<file path="src/rtl/data_load_pkg.sv">
`default_nettype none
// ============================================================================
// Module   : data_load_pkg
// Purpose  : Shared widths and load-type encoding for the data_load front end.
// Revision : 1.0 - initial release
// ============================================================================
package data_load_pkg;

  localparam int DATA_W    = 32;
  localparam int NUM_WORDS = 8;
  localparam int VEC_W     = DATA_W * NUM_WORDS;
  localparam int CNT_W     = $clog2(NUM_WORDS);

  typedef enum logic {
    LOAD_WEIGHT = 1'b0,
    LOAD_INPUT  = 1'b1
  } load_type_e;

endpackage : data_load_pkg
`default_nettype wire

</file>
<file path="src/rtl/data_load_input_packer.sv">
`default_nettype none
// ============================================================================
// Module   : data_load_input_packer
// Purpose  : Packs NUM_WORDS streamed input words into one first-level vector.
// Revision : 1.0 - initial release
// ============================================================================
module data_load_input_packer
  import data_load_pkg::*;
(
  input  logic              clk,
  input  logic              rst_n,
  input  logic              accept_i,
  input  logic [DATA_W-1:0] word_i,
  output logic [VEC_W-1:0]  vec_o,
  output logic              valid_o
);

  localparam logic [CNT_W-1:0] c_last_slot = CNT_W'(NUM_WORDS - 1);

  logic [CNT_W-1:0] r_cnt;
  logic [VEC_W-1:0] r_asm;
  logic [VEC_W-1:0] r_vec;
  logic             r_valid;

  always_ff @(posedge clk or negedge rst_n) begin
    if (!rst_n) begin
      r_cnt   <= '0;
      r_asm   <= '0;
      r_vec   <= '0;
      r_valid <= 1'b0;
    end else begin
      r_valid <= 1'b0;
      if (accept_i) begin
        r_asm[r_cnt*DATA_W +: DATA_W] <= word_i;
        if (r_cnt == c_last_slot) begin
          // Last word bypasses the assembly register so the vector lands this edge.
          r_vec   <= {word_i, r_asm[VEC_W-DATA_W-1:0]};
          r_valid <= 1'b1;
          r_cnt   <= '0;
        end else begin
          r_cnt <= r_cnt + 1'b1;
        end
      end
    end
  end

  assign vec_o   = r_vec;
  assign valid_o = r_valid;

endmodule : data_load_input_packer
`default_nettype wire

</file>
<file path="src/rtl/data_load.sv">
`default_nettype none
// ============================================================================
// Module   : data_load
// Purpose  : Front-end loader: packs input words, registers weight words.
// Revision : 1.0 - initial release
// ============================================================================
module data_load
  import data_load_pkg::*;
(
  input  logic              clk,
  input  logic              rst_n,
  input  logic [DATA_W-1:0] data_i,
  input  logic              load_en_i,
  input  logic              load_type,
  output logic [VEC_W-1:0]  first_level_input_data,
  output logic [DATA_W-1:0] weight_o,
  output logic              weight_valid,
  output logic              input_valid
);

  logic              w_in_accept;
  logic              w_wt_accept;
  logic [DATA_W-1:0] r_weight;
  logic              r_weight_valid;

  assign w_in_accept = load_en_i && (load_type_e'(load_type) == LOAD_INPUT);
  assign w_wt_accept = load_en_i && (load_type_e'(load_type) == LOAD_WEIGHT);

  data_load_input_packer u_input_packer (
    .clk      (clk),
    .rst_n    (rst_n),
    .accept_i (w_in_accept),
    .word_i   (data_i),
    .vec_o    (first_level_input_data),
    .valid_o  (input_valid)
  );

  always_ff @(posedge clk or negedge rst_n) begin
    if (!rst_n) begin
      r_weight       <= '0;
      r_weight_valid <= 1'b0;
    end else begin
      r_weight_valid <= w_wt_accept;
      if (w_wt_accept) begin
        r_weight <= data_i;
      end
    end
  end

  assign weight_o     = r_weight;
  assign weight_valid = r_weight_valid;

endmodule : data_load
`default_nettype wire

</file>
<file path="config.mk">
export PLATFORM = sky130hd
export DESIGN_NAME = data_load
export DESIGN_NICKNAME = d
export VERILOG_FILES = /design/src/rtl/data_load_pkg.sv /design/src/rtl/data_load_input_packer.sv /design/src/rtl/data_load.sv
export SDC_FILE = /design/constraint.sdc
export NUM_CORES = 1
export LEC_CHECK = 0
export ABC_AREA = 1
export CAP_MARGIN = 40
export CORE_ASPECT_RATIO = 1.5
export CORE_MARGIN = 2
export CORE_UTILIZATION = 48
export CTS_CLUSTER_DIAMETER = 100
export DETAILED_ROUTE_END_ITERATION = 6
export HOLD_SLACK_MARGIN = 0.08
export PLACE_DENSITY = 0.86
export SLEW_MARGIN = 30
export SYNTH_ARGS = -nofsm -noshare
export SYNTH_HDL_FRONTEND = slang
export SYNTH_HIERARCHICAL = 1
export SYNTH_SLANG_ARGS = --single-unit
</file>
<file path="constraint.sdc">
create_clock -name clk -period 1.85 [get_ports clk]
set_input_delay 0.37 -clock clk [delete_from_list [all_inputs] [get_ports clk]]
set_output_delay 0.37 -clock clk [all_outputs]
set_load 0.02 [all_outputs]
</file>
==> results of run 1 <==
==> registers in the layout, summed over array words and instances (netlist names) <==
register,flops
u_input_packer/vec_o,256
weight_valid,1
u_input_packer/r_asm,224
weight_o,32
u_input_packer/valid_o,1
u_input_packer/r_cnt,3
==> where the power goes <==
group	switching (mW)	internal [mW]	leakage, nW	total (mW)
registers	2.48	14.9	7.03	17.4
clock network	4.32	5.62	0.765	9.95
logic	8.59	4.57	7.58	13.2
==> worst paths after layout <==
check / to / depth (start not counted)
setup reg to reg: u_input_packer/r_asm[146]$_DFFE_PN0P_ / 10
hold reg to reg: u_input_packer/vec_o[220]$_DFFE_PN0P_ / 2
hold / removal: u_input_packer/vec_o[0]$_DFFE_PN0P_ / 2
max in group asynchronous: u_input_packer/vec_o[192]$_DFFE_PN0P_ / 3
min in group clk: u_input_packer/vec_o[220]$_DFFE_PN0P_ / 2
setup / recovery: u_input_packer/r_asm[146]$_DFFE_PN0P_ / 10
==> routing by layer <==
layer	vias up	track usage (%)	wire, um	share of wire, %
met5	-	0	0	0
met4	0	22.50	5899	8.8
met3	249	3.975	4460	6.6
met2	948	49.17	32860	49
met1	8730	35.37	24050	36
li1	8003	-	-	-
==> logic make-up (layout without fill, tap and decap cells) <==
family / count (synthesis) / in the layout / share of synthesized area [%]
compound gates: 132 / 132 / 3.220
other cells: 0 / 1 / 0
fa+ha+maj: 8 / 8 / 0.4880
buf+inv: 215 / 613 / 4.819
simple gates: 1487 / 1487 / 28.40
flops: 517 / 517 / 63.07
==> synth_stat cells, drive strengths merged <==
cell type,number,share of area (%)
nand2,1282,24
clkbuf,38,0.70
nor2,42,0.83
nor3,32,0.78
buf,100,2.7
ha,8,0.49
nand3,131,3.2
dfrtp,517,63
a21oi,1,0.024
inv,77,1.4
o21ai,131,3.2
==> worst max-delay path, delay by kind of cell (launching register included) <==
| kind | cells | cell delay, ns |
|---|---|---|
| buffers and inverters | 3 | 0.40 |
| AND/OR/NAND/NOR | 5 | 0.48 |
| flip-flops | 1 | 0.37 |
| adder cells (fa/ha/maj) | 2 | 0.46 |
==> per-stage QoR <==
step / util, % / std cells / instance area, sq um / hold slack (ns)
floorplan: - / 2359 / 20510 / 0.07441
global placement: 59.93 / 3226 / 25250 / 0.2940
detailed placement: 59.93 / 3226 / 25250 / 0.2986
CTS: 63.06 / 3313 / 26570 / 0.2929
global route: 63.69 / 3322 / 26830 / 0.3314
finish: 63.69 / 3322 / 26830 / 0.3041
==> area by class of cell <==
type	instances	area, sq um
repair buffers	454	4589
clock buffers	62	1324
inverters	77	299.0
diodes	1	2.502
fillers	3384	15300
clock inverters	20	240.2
well taps	564	705.7
flip-flops and latches	517	12940
multi-input cells	1627	6733
==> layout by cell type, fill, tap and decap left out, drive strengths merged, types with 10 or more instances in the layout <==
| master | count |
|---|---|
| nand2 | 1282 |
| clkbuf | 66 |
| nand3 | 131 |
| inv | 80 |
| nor3 | 32 |
| buf | 125 |
| nor2 | 42 |
| o21ai | 131 |
| clkinv | 10 |
| dfrtp | 517 |
| dlygate4sd2 | 290 |
| clkdlybuf4s50 | 34 |
==> what timing repair did <==
item / CTS / global route
endpoints found under the setup margin: 430 / 252
hold buffers: 1 / 0
pin swaps: 2 / 5
hold endpoints to repair: 76 / 0
gates resized for setup: 300 / 39
gates cloned: 2 / 4
buffers inserted: 3 / 4
==> out/qor.txt, run 1 <==
status -> complete, no violations
Setup-failing EPs final -> 0
sequential share of the synthesized area -> 63.07%
Final ANT Viol Nets -> 0
RD Place Congestion -> 0.9124
Worst Tran Pin Value -> 0.5227 ns
Synth Register Bits -> 517
worst path cell trace -> inv_2, ha_4, ha_4, buf_4, nand2_2, nor2_2, nand3_4, clkbuf_16, nand2_1, nand2_1
period utilisation layout -> 97.96%
clk_lat worst skew -> 0.57 ns
Sink Count -> 517
number of iterations in the first detailed-routing pass -> 5
H-tree levels -> 2
Crit Path Category -> reg -> reg
Mapped Area -> 20,510 sq um
mean area per synthesized cell -> 8.696 sq um
fin nets -> 2,768
Final Hold Viols -> 0
Global Route Usage Sum -> 29.68%
DR vias -> 17,930
# rows -> 92
vias per inst -> 5.397
Ports -> 326
Core Box Area -> 42,130 sq um
dpl ws -> -0.3381 ns
die height -> 257.2 um
initial core utilization -> 48.69%
Setup TNS Final -> 0 ns
startpoint types -> flop
Mapped Cells -> 2,359
Final Power -> 40.51 mW
clk slew on worst S/H paths -> 0.07 ns
Arr. time, crit path -> 2.27 ns
Netlist cell types -> 23
Max-cap violations -> 0
fin worst setup slack -> 0.03779 ns
critical-path maximum fanout -> 16
# DRC -> 0
global route overflow -> 0
Critical Path Slowest Stage Cell -> dfrtp_1
wire length per cell after detailed routing -> 20.25 um
Port Buffer Count -> 325
CP peak stage delay -> 0.37 ns
max-slew violations -> 0
DRT iter0 DRCs -> 2,082
PwrDens -> 1510 nW/um^2
worst relative slew slack -> 65.04%
Fmax -> 551.8 MHz
first-pass GRT wire length -> 101,600 um
clk buf depth -> 3
Min-Delay Path Class -> in -> async
clock buffer count from CTS -> 47
crit path time final -> 1.812 ns
Die Width -> 172.8 um
RSZ-0062 raised after global routing -> true
Worst Path Required -> 2.30 ns
drt total wl -> 67,270 um
initial antenna violation count -> 1
skew final -> 0.01535 ns
LEAKAGE -> 15.37 nW
worst r2r src -> u_input_packer/r_cnt[0]$_DFFE_PN0P_
worst ir drop on vdd -> 1.104 mV
yosys warns -> 6
crit path from -> u_input_packer/r_cnt[0]$_DFFE_PN0P_
Crit. End Element -> flop
CTS tree -> done
Post-Syn Nets -> 2,403
r2r setup slk -> 0.04 ns
number of global-route vias before repair -> 17,670
Die ar. -> 44,440 sq um
largest net degree at the start of global routing -> 82
Clock Tree Root -> clkbuf_16
area delta synth->final -> 30.80%
post-detail-place hpwl -> 45,970 um
share of layout cells above drive strength 1 -> 8.886%
Note: power is estimated with default switching activity, not from simulation.
==> run 2: changes to the inputs <==
--- a/config.mk
+++ b/config.mk
@@ -13,7 +13,7 @@
 export CTS_CLUSTER_DIAMETER = 100
 export DETAILED_ROUTE_END_ITERATION = 6
 export HOLD_SLACK_MARGIN = 0.08
-export PLACE_DENSITY = 0.86
+export PLACE_DENSITY = 0.85
 export SLEW_MARGIN = 30
 export SYNTH_ARGS = -nofsm -noshare
 export SYNTH_HDL_FRONTEND = slang
==> out/qor.txt, run 2 (same netlist as run 1, synthesis figures left out) <==
status -> complete, no violations
ANT cells -> 0 (-1)
Final Core Density -> 63.71% (about the same)
period utilisation layout -> 96.64% (-1.3 points)
vias per inst -> 5.424 (+0.49%)
first-pass GRT wire length -> 102,000 um (+0.39%)
die height -> 257.2 um (unchanged)
Global Route Usage Sum -> 29.69% (about the same)
initial antenna violation count -> 0 (-1)
Worst Tran Pin Value -> 0.4959 ns (-0.02681 ns)
global route overflow -> 0 (unchanged)
clk slew on worst S/H paths -> 0.07 ns (about the same)
critical-path maximum fanout -> 8 (-8)
CTS tree -> done
commonest non-fill, non-tap cell in the layout -> nand2_1
Crit. End Element -> flop
Final Hold Viols -> 0 (unchanged)
crit path time final -> 1.788 ns (-0.02445 ns)
area delta synth->final -> 30.84% (about the same)
fin nets -> 2,778 (+0.36%)
Max-cap violations -> 0 (unchanged)
H-tree levels -> 2 (unchanged)
PwrDens -> 1484 nW/um^2 (-1.7%)
Port Buffer Count -> 325 (unchanged)
RD Place Congestion -> 0.9538 (+4.5%)
clk buf depth -> 3 (unchanged)
largest net degree at the start of global routing -> 79 (-3.7%)
post-detail-place hpwl -> 45,490 um (-1.0%)
fin worst setup slack -> 0.06224 ns (+0.02445 ns)
Sink Count -> 517 (unchanged)
number of global-route vias before repair -> 17,850 (+1.0%)
Ports -> 326 (unchanged)
Crit Path Category -> reg -> reg
skew final -> 0.01193 ns (-0.003421 ns)
Arr. time, crit path -> 2.23 ns (-0.04 ns)
Min-Delay Path Class -> in -> async
number of iterations in the first detailed-routing pass -> 6 (+1)
Die ar. -> 44,440 sq um (unchanged)
DRT iter0 DRCs -> 2,147 (+3.1%)
most frequent cells in the layout -> nand2_1 (1,273), dfrtp_1 (517), dlygate4sd2_1 (290), nand3_1 (130), o21ai_0 (120)
wire length per cell after detailed routing -> 20.86 um (+3.0%)
dpl ws -> -0.2917 ns (+0.04634 ns)
clk_lat worst skew -> 0.57 ns (about the same)
DR vias -> 18,050 (+0.67%)
clock buffer count from CTS -> 46 (-2.1%)
worst relative slew slack -> 66.94% (+1.9 points)
share of layout cells above drive strength 1 -> 8.792% (-0.095 points)
max-slew violations -> 0 (unchanged)
worst ir drop on vdd -> 1.068 mV (-3.3%)
Setup-failing EPs final -> 0 (unchanged)
startpoint types -> flop
Clock Tree Root -> clkbuf_16
Worst Path Required -> 2.29 ns (about the same)
# rows -> 92 (unchanged)
Final ANT Viol Nets -> 0 (unchanged)
Fmax -> 559.4 MHz (+1.4%)
drt total wl -> 69,410 um (+3.2%)
initial core utilization -> 48.69% (unchanged)
# DRC -> 0 (unchanged)
Core Box Area -> 42,130 sq um (unchanged)
LEAKAGE -> 15.42 nW (+0.31%)
RSZ-0062 raised after global routing -> true
Die Width -> 172.8 um (unchanged)
number of flip-flops in the largest register -> 256 (unchanged)
run 2: cell types whose count changed in the layout (fill, tap and decap cells not counted), sizes merged:
cell / change
inv: -1
clkbuf: +6
bufinv: -3
diode: -1
buf: +5
run 2: area by class of cell:
| cell class | instances | area [sq um] |
|---|---|---|
| Multi-Input combinational cell | 1627 | 6676 |
| Sequential cell | 517 | 12940 |
| Clock buffer | 62 | 1333 |
| Timing Repair Buffer | 465 | 4761 |
| Fill cell | 3398 | 15290 |
| Inverter | 77 | 299.0 |
| Clock inverter | 16 | 127.6 |
| Tap cell | 564 | 705.7 |
run 2: worst max-delay path, cell delays in order (launching register included):
cell and delay [ns]:
dfrtp_1 0.40, inv_2 0.09, ha_4 0.15, ha_4 0.21, inv_2 0.09, nand2_2 0.09
nor2_4 0.17, nand2_8 0.12, clkbuf_16 0.20, nand2_1 0.06, o21ai_0 0.08
run 2: stage by stage:
| step | power (mW) | hold WS (ns) | TNS [ns] | instances | instance area [sq um] |
|---|---|---|---|---|---|
| floorplan | 24.04 | 0.07441 | 0 | 2359 | 20510 |
| global placement | 30.66 | 0.2639 | -63.14 | 3231 | 25290 |
| detailed placement | 31.15 | 0.2693 | -73.80 | 3231 | 25290 |
| CTS | 39.47 | 0.2695 | 0 | 3310 | 26410 |
| global route | 41.80 | 0.2901 | -0.04567 | 3328 | 26840 |
| finish | 39.84 | 0.2709 | 0 | 3328 | 26840 |
run 2: report_power, final:
group	switching, mW	internal (mW)	total (mW)
clock	4.21	5.19	9.40
sequential	2.33	14.9	17.2
combinational	8.61	4.58	13.2
run 2: what timing repair did:
item	in CTS	in global routing
gates cloned	0	14
resized for setup	292	27
buffers inserted	0	4
hold buffers	1	0
endpoints found under the hold margin	305	0
setup endpoints to repair	352	187
pin swaps	0	2
run 2: final timing paths:
| check | start | cells past startpoint | to | slack, ns |
|---|---|---|---|---|
| worst max-delay path | u_input_packer/r_cnt[0]$_DFFE_PN0P_ | 10 | u_input_packer/r_asm[182]$_DFFE_PN0P_ | 0.06 |
| worst min-delay path | rst_n | 2 | weight_o[12]$_DFFE_PN0P_ | 0.27 |
| worst max register to register | u_input_packer/r_cnt[0]$_DFFE_PN0P_ | 10 | u_input_packer/r_asm[182]$_DFFE_PN0P_ | 0.06 |
| worst min register to register | u_input_packer/r_asm[218]$_DFFE_PN0P_ | 2 | u_input_packer/vec_o[218]$_DFFE_PN0P_ | 0.47 |
| max in group asynchronous | rst_n | 3 | u_input_packer/r_asm[17]$_DFFE_PN0P_ | 0.75 |
| min in group clk | u_input_packer/r_asm[218]$_DFFE_PN0P_ | 2 | u_input_packer/vec_o[218]$_DFFE_PN0P_ | 0.47 |
run 2: metal layers:
metal  up-vias  GRT usage (%)  part of all wire, %
met5         -              0                    0
met4         0          19.61                  8.0
met3       237          4.403                  7.2
met2       954          51.09                   50
met1      8838          34.63                   35
li1       8021              -                    -
==> run 3: changes to the inputs <==
--- a/config.mk
+++ b/config.mk
@@ -8,7 +8,6 @@
 export ABC_AREA = 1
 export CAP_MARGIN = 40
 export CORE_ASPECT_RATIO = 1.5
-export CORE_MARGIN = 2
 export CORE_UTILIZATION = 48
 export CTS_CLUSTER_DIAMETER = 100
 export DETAILED_ROUTE_END_ITERATION = 6
==> out/qor.txt, run 3 (same netlist as run 1, synthesis figures left out) <==
fin nets -> 2,763 (-0.54%)
cell area after layout -> 26,740 sq um (-0.38%)
global route overflow -> 0 (unchanged)
Final Hold Viols -> 0 (unchanged)
Core Box Area -> 42,130 sq um (unchanged)
wire length per cell after detailed routing -> 20.30 um (-2.7%)
crit path time final -> 1.815 ns (+0.02749 ns)
commonest non-fill, non-tap cell in the layout -> nand2_1
area delta synth->final -> 30.34%
worst r2r src -> u_input_packer/r_cnt[1]$_DFFE_PN0P_
CTS tree -> done
worst path cell trace -> inv_2, ha_4, ha_4, nand2_2, inv_1, nand2_1, nor2_4, buf_12, clkbuf_16, nand2_1, nand2_1
Critical Path Slowest Stage Cell -> dfrtp_1
LEAKAGE -> 15.36 nW (-0.34%)
share of layout cells above drive strength 1 -> 8.454% (-0.34 points)
# rows -> 92 (unchanged)
CP peak stage delay -> 0.37 ns (-0.03 ns)
number of global-route vias before repair -> 17,610 (-1.3%)
post-detail-place hpwl -> 45,320 um (-0.37%)
worst ir drop on vdd -> 1.211 mV (+13%)
Final Core Density -> 63.46% (-0.24 points)
Worst Path Required -> 2.35 ns (+0.06 ns)
critical-path maximum fanout -> 8 (unchanged)
# DRC -> 0 (unchanged)
hold slack final -> 0.2484 ns (-0.02257 ns)
Arr. time, crit path -> 2.31 ns (+0.08 ns)
most frequent cells in the layout -> nand2_1 (1,274), dfrtp_1 (517), dlygate4sd2_1 (290), nand3_1 (130), o21ai_0 (121)
PwrDens -> 1498 nW/um^2 (+0.94%)
Die ar. -> 43,580 sq um (-1.9%)
ANT cells -> 0 (unchanged)
Setup-failing EPs final -> 0 (unchanged)
period utilisation layout -> 98.12% (+1.5 points)
first-pass GRT wire length -> 99,440 um (-2.5%)
initial antenna violation count -> 0 (unchanged)
worst r2r dst -> u_input_packer/r_asm[94]$_DFFE_PN0P_
startpoint types -> flop
clock buffer count from CTS -> 46 (unchanged)
DP Area -> 25,280 sq um (about the same)
RD Place Congestion -> 0.9015 (-5.5%)
clk buf depth -> 3 (unchanged)
Crit Path Category -> reg -> reg
Crit. End Element -> flop
Fmax -> 550.9 MHz (-1.5%)
Min-Delay Path Class -> in -> async
r2r setup slk -> 0.03 ns (-0.03 ns)
Ports -> 326 (unchanged)
worst relative slew slack -> 64.03% (-2.9 points)
largest net degree at the start of global routing -> 67 (-15%)
worst path bufs/invs -> 4 (+1)
Clock Tree Root -> clkbuf_16
max-slew violations -> 0 (unchanged)
number of flip-flops in the largest register -> 256 (unchanged)
Setup TNS Final -> 0 ns (unchanged)
clk slew on worst S/H paths -> 0.07 ns (about the same)
delay-heaviest family, CP -> adder cells
DR vias -> 17,890 (-0.90%)
Final ANT Viol Nets -> 0 (unchanged)
Reg2Reg Depth -> 11 (+1)
vias per inst -> 5.388 (-0.66%)
H-tree levels -> 2 (unchanged)
Worst Tran Pin Value -> 0.5378 ns (+0.04196 ns)
die height -> 255.2 um (-0.78%)
number of iterations in the first detailed-routing pass -> 5 (-1)
clk_lat worst skew -> 0.58 ns (about the same)
status -> complete, no violations
Sink Count -> 517 (unchanged)
skew final -> 0.02336 ns (+0.01143 ns)
Die Width -> 170.8 um (-1.2%)
Max-cap violations -> 0 (unchanged)
crit-path most repeated cell -> nand2_1
Global Route Usage Sum -> 30.38% (+0.69 points)
Port Buffer Count -> 325 (unchanged)
drt total wl -> 67,400 um (-2.9%)
initial core utilization -> 48.69% (unchanged)
DRT iter0 DRCs -> 1,887 (-12%)
==> run 3: changes by cell type in the layout (fill, tap and decap cells not counted), moves of 2 or more <==
cell	delta
buf_12	+7
buf_16	-3
buf_4	-14
bufinv_16	+2
clkbuf_16	-6
clkinv_2	+5
nand2_2	-2
nand2_4	+2
nor2_2	-2
==> run 3: where the power goes <==
group          switching (mW)  total (mW)  leakage (nW)  internal (mW)
Combinational            8.56        13.1          7.57           4.57
Clock                    4.34        9.77         0.766           5.44
Sequential               2.25        17.2          7.03           14.9
==> run 3: through the flow <==
step | cells | power (mW) | setup slack, ns
CTS | 3311 | 39.76 | 0.03622
finish | 3320 | 40.06 | 0.03475
detailed placement | 3225 | 31.11 | -0.3003
global placement | 3225 | 30.69 | -0.2174
global route | 3320 | 41.98 | -0.03142
floorplan | 2359 | 24.04 | 0.009464
==> run 3: worst max path at each step <==
stage | end | slack (ns) | from | depth (start not counted)
floorplan | u_input_packer/r_asm[10]$_DFFE_PN0P_ | 0.009 | u_input_packer/r_cnt[0]$_DFFE_PN0P_ | 10
global placement | u_input_packer/vec_o[59]$_DFFE_PN0P_ | -0.22 | load_en_i | 8
detailed placement | u_input_packer/r_asm[126]$_DFFE_PN0P_ | -0.30 | load_en_i | 8
CTS | u_input_packer/r_asm[190]$_DFFE_PN0P_ | 0.04 | u_input_packer/r_cnt[1]$_DFFE_PN0P_ | 10
global route | u_input_packer/r_asm[173]$_DFFE_PN0P_ | -0.03 | u_input_packer/r_cnt[0]$_DFFE_PN0P_ | 10
finish | u_input_packer/r_asm[94]$_DFFE_PN0P_ | 0.03 | u_input_packer/r_cnt[1]$_DFFE_PN0P_ | 11
==> run 3: per-layer routing <==
metal  track usage (%)  vias to the layer above  routed length, um
met5                 0                        -                  0
met4             20.88                        0               4916
met3             5.273                      235               5249
met2             51.88                      987              33890
met1             34.74                     8653              23340
li1                  -                     8013                  -
==> run 3: cell type report <==
cell class	count	area (sq um)
repair buffers	450	4588
inverters	77	299.0
clock buffers	60	1304
flip-flops and latches	517	12940
well taps	564	705.7
multi-input cells	1627	6665
clock inverters	25	237.7
fillers	3460	15390
==> run 3: repair_timing <==
item,CTS,global route
pin swaps,0,3
hold buffers,1,0
hold endpoints to repair,296,0
gates resized for setup,292,24
buffers inserted,0,1
endpoints found under the setup margin,320,136
cloned,0,8
